## config.mk

```make
export PLATFORM = sky130hd
export DESIGN_NAME = exe_stage
export DESIGN_NICKNAME = d
export VERILOG_FILES = /design/src/rtl/exe_stage.sv
export SDC_FILE = /design/constraint.sdc
export NUM_CORES = 1
export LEC_CHECK = 0
export CAP_MARGIN = 20
export CORE_UTILIZATION = 51
export CTS_CLUSTER_DIAMETER = 200
export DETAILED_ROUTE_END_ITERATION = 10
export PLACE_DENSITY = 0.79
export SETUP_SLACK_MARGIN = 0.05
export SLEW_MARGIN = 20
export SYNTH_ARGS = -nofsm -noshare
export SYNTH_HDL_FRONTEND = slang
export SYNTH_SLANG_ARGS = --single-unit
```

## constraint.sdc

```tcl
create_clock -name clk -period 0.8 [get_ports clk]
set_clock_uncertainty 0.05 [all_clocks]
set_input_delay 0.12 -clock clk [delete_from_list [all_inputs] [get_ports clk]]
set_output_delay 0.12 -clock clk [all_outputs]
set_load 0.02 [all_outputs]
```

## src/rtl/exe_stage.sv

```systemverilog
// rtl/exe_stage.sv - MIPS execute stage: ALU, optional iterative multiplier, EXE/MEM register
// Optional multiplier enabled by defining EXE_MUL_EN.
module exe_stage #(
  parameter int MUL_CYCLES = 32
) (
  input  logic        clk,
  input  logic        resetn,
  input  logic        ewreg,
  input  logic        em2reg,
  input  logic        ewmem,
  input  logic [3:0]  ealuc,
  input  logic        ealuimm,
  input  logic [4:0]  edestReg,
  input  logic [31:0] eqa,
  input  logic [31:0] eqb,
  input  logic [31:0] eimm32,
  output logic        stall,
  output logic        mwreg,
  output logic        mm2reg,
  output logic        mwmem,
  output logic [4:0]  mdestReg,
  output logic [31:0] malu,
  output logic [31:0] mqb
);

  logic [31:0] w_b;
  logic [31:0] w_alu;
  logic [31:0] w_result;
  logic        w_stall;

  assign w_b = ealuimm ? eimm32 : eqb;

  always_comb begin
    w_alu = 32'd0;
    case (ealuc)
      4'b0000: w_alu = eqa & w_b;
      4'b0001: w_alu = eqa | w_b;
      4'b0011: w_alu = eqa ^ w_b;
      4'b1100: w_alu = ~(eqa | w_b);
      4'b0010: w_alu = eqa + w_b;
      4'b0110: w_alu = eqa - w_b;
      4'b0111: w_alu = {31'd0, $signed(eqa) < $signed(w_b)};
      4'b0100: w_alu = w_b << eqa[4:0];
      4'b0101: w_alu = w_b >> eqa[4:0];
      default: w_alu = 32'd0;
    endcase
  end

`ifdef EXE_MUL_EN
  localparam logic [1:0] S_IDLE = 2'd0;
  localparam logic [1:0] S_BUSY = 2'd1;
  localparam logic [1:0] S_DONE = 2'd2;

  logic [1:0]  r_state;
  logic [31:0] r_acc;
  logic [31:0] r_mcand;
  logic [31:0] r_mplier;
  logic [5:0]  r_cnt;
  logic        w_mul_start;

  assign w_mul_start = (r_state == S_IDLE) && (ealuc == 4'b1000);
  // Gated by resetn so stall reads 0 while reset is held, even with MUL presented.
  assign w_stall     = resetn && (w_mul_start || (r_state == S_BUSY));
  assign w_result    = (r_state == S_DONE) ? r_acc : w_alu;

  always_ff @(posedge clk or negedge resetn) begin
    if (!resetn) begin
      r_state  <= S_IDLE;
      r_acc    <= 32'd0;
      r_mcand  <= 32'd0;
      r_mplier <= 32'd0;
      r_cnt    <= 6'd0;
    end else begin
      case (r_state)
        S_IDLE: begin
          if (w_mul_start) begin
            r_mcand  <= eqa;
            r_mplier <= w_b;
            r_acc    <= 32'd0;
            r_cnt    <= 6'd0;
            r_state  <= S_BUSY;
          end
        end
        S_BUSY: begin
          if (r_mplier[0]) r_acc <= r_acc + r_mcand;
          r_mcand  <= r_mcand << 1;
          r_mplier <= r_mplier >> 1;
          r_cnt    <= r_cnt + 6'd1;
          if (r_cnt == 6'(MUL_CYCLES - 1)) r_state <= S_DONE;
        end
        S_DONE:  r_state <= S_IDLE;
        default: r_state <= S_IDLE;
      endcase
    end
  end
`else
  assign w_stall  = 1'b0;
  assign w_result = w_alu;
`endif

  assign stall = w_stall;

  always_ff @(posedge clk or negedge resetn) begin
    if (!resetn) begin
      mwreg    <= 1'b0;
      mm2reg   <= 1'b0;
      mwmem    <= 1'b0;
      mdestReg <= 5'd0;
      malu     <= 32'd0;
      mqb      <= 32'd0;
    end else if (w_stall) begin
      mwreg    <= 1'b0;
      mm2reg   <= 1'b0;
      mwmem    <= 1'b0;
      mdestReg <= 5'd0;
      malu     <= 32'd0;
      mqb      <= 32'd0;
    end else begin
      mwreg    <= ewreg;
      mm2reg   <= em2reg;
      mwmem    <= ewmem;
      mdestReg <= edestReg;
      malu     <= w_result;
      mqb      <= eqb;
    end
  end

endmodule

```

==> results.py, run 1 <==
metrics = {
    "floorplan": {
        "die_w_microns": 152,
        "die_h_microns": 152,
        "pin_count": 184,
        "start_util": 0.523,
        "fp-row-count": 54,
    },
    "synthesis": {
        "synth-seq-area-share": 0.157,
        "syn_nets": 1683,
        "ys_seq_elements": 72,
        "syn_area_per_cell_sq_um": 7.80,
        "yosysTopAreaCellShare": 0.157,
        "yosysUniqueCellTypes": 94,
        "synth-async-reset-ratio": 1.00,
        "ys_warn_count": 0,
        "yosysMostFrequentCell": "nor2_1",
        "yosys.area.top_type": "dfrtp_1",
        "yosys-top-cells-count": "nor2_1 (190), nand2_1 (124), a21oi_1 (113), o21ai_0 (106), ha_1 (97)",
        "synth_area_sq_um": 11500,
        "synth-edff-count": 0,
        "synthTopCellsByArea": "dfrtp_1 (16%), ha_1 (11%), mux4_2 (10%)",
        "synth_ff_type": "dfrtp_1",
        "synthCells": 1473,
    },
    "global_route": {
        "grtUsageTotal": 0.716,
        "grt_max_degree": 62,
        "grt_overflow": 10,
    },
    "clocking": {
        "clk_path_buf_depth": 2,
        "cts.sinks": 72,
        "htreeDepth": 3,
        "cts_buffers": 9,
        "clock-root-buffer": "clkbuf_16",
    },
    "place": {
        "dpl_cell_area_sq_um": 17300,
        "gp_congestion": 1.10,
        "portBuffers": 182,
        "place_ws_ns": -2.81,
        "hpwl_mm": 45.3,
    },
    "status": {
        "firstError": "[ERROR GRT-0232] Routing congestion too high. Check the congestion heatmap in the GUI.",
        "haltStage": "global routing",
        "status": "did not finish",
    },
    "timing": {
        "crit_endpoint": "malu[14]$_DFF_PN0_/D",
        "worstEndpointType": "register data pin",
    },
}
-- repair_timing --
item / 4_1_cts
cloned: 2
endpoints found under the setup margin: 104
setup buffers: 33
pin swaps: 84
hold buffers: 3
endpoints found under the hold margin: 74
resized for setup: 689
-- per-stage QoR --
step	std cells	utilization
floorplan	1473	-
global placement	2348	0.787
detailed placement	2348	0.787
CTS	2400	0.866
-- routing by layer --
layer | overflow | GRT usage
met2 | 4 | 0.907
met5 | 0 | 0.0725
met4 | 6 | 0.768
met1 | 0 | 0.725
met3 | 0 | 0.513
-- cell families after synthesis --
| logic type | synth area share |
|---|---|
| xor gates and xnor gates | 0.00686 |
| buffers and inverters | 0.0767 |
| AOI/OAI and AO/OA | 0.288 |
| muxes | 0.186 |
| DFF | 0.157 |
| and+or+nand+nor | 0.175 |
| other | 0.000327 |
| adders and majority gates | 0.109 |
==> inputs of run 2 (changes only) <==
--- a/config.mk
+++ b/config.mk
@@ -6,11 +6,9 @@
 export NUM_CORES = 1
 export LEC_CHECK = 0
 export CAP_MARGIN = 20
-export CORE_UTILIZATION = 51
-export CTS_CLUSTER_DIAMETER = 200
+export CORE_UTILIZATION = 40
 export DETAILED_ROUTE_END_ITERATION = 10
-export PLACE_DENSITY = 0.79
-export SETUP_SLACK_MARGIN = 0.05
+export PLACE_DENSITY_LB_ADDON = 0.15
 export SLEW_MARGIN = 20
 export SYNTH_ARGS = -nofsm -noshare
 export SYNTH_HDL_FRONTEND = slang
==> constraint.sdc (replaced) <==
create_clock -name clk -period 1.05 [get_ports clk]
set_clock_uncertainty 0.05 [all_clocks]
set_input_delay 0.1575 -clock clk [delete_from_list [all_inputs] [get_ports clk]]
set_output_delay 0.1575 -clock clk [all_outputs]
set_load 0.02 [all_outputs]
==> run 2 against run 1 <==
The flow now finishes, with violations (negative setup slack). Synthesized area did not move. Synthesized cell count unchanged.
==> results.py, run 2 <==
metrics = {
    "status": {
        "status": "finished with violations",
        "violations": "negative setup slack",
    },
    "synthesis": {
        "synthCells": 1473,
        "synth_ff_type": "dfrtp_1",
        "yosysTopAreaCellShare": 0.157,
        "synth-edff-count": 0,
        "ys_seq_elements": 72,
        "synthTopCellsByArea": "dfrtp_1 (16%), ha_1 (11%), mux4_2 (10%)",
        "yosysUniqueCellTypes": 94,
        "yosys.area.top_type": "dfrtp_1",
        "yosysMostFrequentCell": "nor2_1",
        "yosys-top-cells-count": "nor2_1 (190), nand2_1 (124), a21oi_1 (113), o21ai_0 (106), ha_1 (97)",
        "ys_warn_count": 0,
        "syn_area_per_cell_sq_um": 7.80,
        "syn_nets": 1683,
        "synth-seq-area-share": 0.157,
        "synth-async-reset-ratio": 1.00,
        "synth_area_sq_um": 11500,
    },
    "detailed_routing": {
        "detail_route.iter0.violations": 1593,
        "wl_per_cell_microns": 22.7,
        "drtPass1Iterations": 6,
        "drc": 0,
        "wirelength_mm": 57.7,
        "vias": 15000,
        "final_antenna_net_count": 0,
        "drt-vias-per-instance": 5.91,
    },
    "floorplan": {
        "pin_count": 184,
        "start_util": 0.410,
        "die_h_microns": 171,
        "fp-row-count": 61,
        "die_area_sq_um": 29400,
        "coreArea_sq_um": 28000,
        "die_w_microns": 171,
    },
    "pwr": {
        "comb_power_share": 0.644,
        "leakage_uw": 0.00904,
        "p_clk_frac": 0.179,
        "p_int_uw": 10500,
        "pwr-share-seq": 0.177,
        "powerDensity_nw_per_um2": 919,
        "ir_worst_vdd_uv": 612,
        "p_switching_uw": 7560,
        "power_uw": 18000,
        "switching_share": 0.419,
    },
    "final_layout": {
        "mostFrequentLayoutCells": "buf_4 (565), nor2_1 (180), nand2_1 (119)",
        "multi_input_area_sq_um": 9960,
        "fillers": 2315,
        "layout-drive-gt1-share": 0.456,
        "antenna_cells": 0,
        "fin_util": 0.700,
        "finalNonFillerCells": 2539,
        "top_regs": "malu: 32 flops, mqb: 32 flops, mdestReg: 5 flops",
        "area_growth_pct": 70.8,
        "final_nets": 2366,
        "layout_commonest_cell": "buf_4",
        "seq_area_sq_um": 1800,
    },
    "run": {
        "drv_cap": 0,
    },
    "global_route": {
        "grtUsageTotal": 0.392,
        "grt_antenna_before_repair": 0,
        "grt_overflow": 0,
        "grt_pass1_wl_mm": 85.8,
        "grt_max_degree": 43,
        "grt_pass1_vias": 14400,
    },
    "timing": {
        "slew_headroom": 0.614,
        "rsz0062_at_grt": "yes",
        "fin_tns_setup_ns": -55.12,
        "setup_violations": 104,
        "layout_min_cycle_time_ns": 2.94,
        "tightest_slew_ns": 0.573,
        "finalHoldViolations": 0,
        "finalCritPeriodShare": 2.80,
        "drv_slew": 0,
        "fin_ws_ns": -1.89,
        "max_freq_mhz": 341,
    },
    "hold_path": {
        "min_from": "eqb[0]",
        "min_path_cells": 1,
        "hp-class": "primary input to register",
        "worstHoldEndpoint": "mqb[0]",
    },
    "worst_setup_path": {
        "crit_fanout": 7,
        "crit_type": "primary input to register",
        "critPathLaunchType": "primary input",
        "worstPathRequired_ns": 1.25,
        "worstPathArrival_ns": 3.13,
        "crit_start": "ealuimm",
        "end_kind": "register",
    },
    "clocking": {
        "cts.sinks": 72,
        "clock-root-buffer": "clkbuf_16",
        "htreeDepth": 3,
        "cts_buffers": 9,
        "clk_path_buf_depth": 2,
        "path_clk_slew_ns": 0.07,
        "cts_tree": "built",
    },
    "place": {
        "hpwl_mm": 45.6,
        "portBuffers": 182,
        "place_ws_ns": -2.69,
        "gp_congestion": 1.04,
        "place_inst": 2476,
    },
}
## run 2: cell counts after synthesis
Identical to the previous run, type by type.
## run 2: routing by layer
metal,track usage,vias up,part of all wire
li1,-,6846,-
met1,0.510,7239,0.41
met5,0,-,0
met3,0.0548,150,0.076
met2,0.619,776,0.45
met4,0.228,0,0.064
## run 2: power groups by stage
stage / sequential [uW] / clock (uW) / combinational [uW]
6_report: 3200 / 3220 / 11600
5_1_grt: 3220 / 3350 / 12200
4_1_cts: 3200 / 3260 / 10800
3_5_place_dp: 3190 / 0 / 10000
3_3_place_gp: 3190 / 0 / 9980
2_1_floorplan: 3540 / 0 / 4390
## run 2: worst max-delay path by stage
| stage | end | slack [ns] |
|---|---|---|
| 4_1_cts | malu[17] | -1.93 |
| 5_1_grt | malu[30] | -1.93 |
| 3_5_place_dp | malu[30] | -2.69 |
| 6_report | malu[31] | -1.89 |
| 2_1_floorplan | malu[0] | -2.37 |
| 3_3_place_gp | malu[30] | -2.60 |
## run 2: area by class of cell
type | count | area share
Clock buffer | 10 | 0.0122
Clock inverter | 6 | 0.00262
Inverter | 98 | 0.0194
Multi-Input combinational cell | 1188 | 0.508
Sequential cell | 72 | 0.0919
Tap cell | 378 | 0.0241
Timing Repair Buffer | 787 | 0.342
## run 2: per-stage QoR
stage	hold WS (ns)	instance area [sq um]
after CTS	0.00216	18900
after detailed placement	0.0942	17600
final	0.00726	19600
after global routing	0.0183	19600
after floorplan	-0.188	11700
after global placement	0.0890	17600
## run 2: kinds of logic after synthesis
kind of cell / Yosys count / synth area share
mux: 144 / 0.186
other cells: 1 / 0.000327
xor+xnor: 9 / 0.00686
fa+ha+maj: 99 / 0.109
compound gates: 485 / 0.288
flops: 72 / 0.157
buf+inv: 213 / 0.0767
simple gates: 450 / 0.175
## run 2: worst max-delay path, stage by stage
cell and delay, ns:
buf_16 0.13, buf_8 0.13, mux2i_4 0.21, ha_4 0.30, nor2b_4 0.04, or4_4 0.56
o211ai_4 0.23, a21oi_4 0.10, a211oi_4 0.31, buf_6 0.18, o31ai_4 0.08, buf_4 0.15
a211oi_4 0.25, or3_1 0.15, nand4_1 0.11
## run 2: what timing repair did
action,4_1_cts,5_1_grt
setup buffers,23,25
hold buffers,1,0
setup endpoints to repair,104,104
resized for setup,587,143
cloned,1,0
hold endpoints to repair,72,0
pin swaps,71,68
Power figures use the tool's default switching activity.
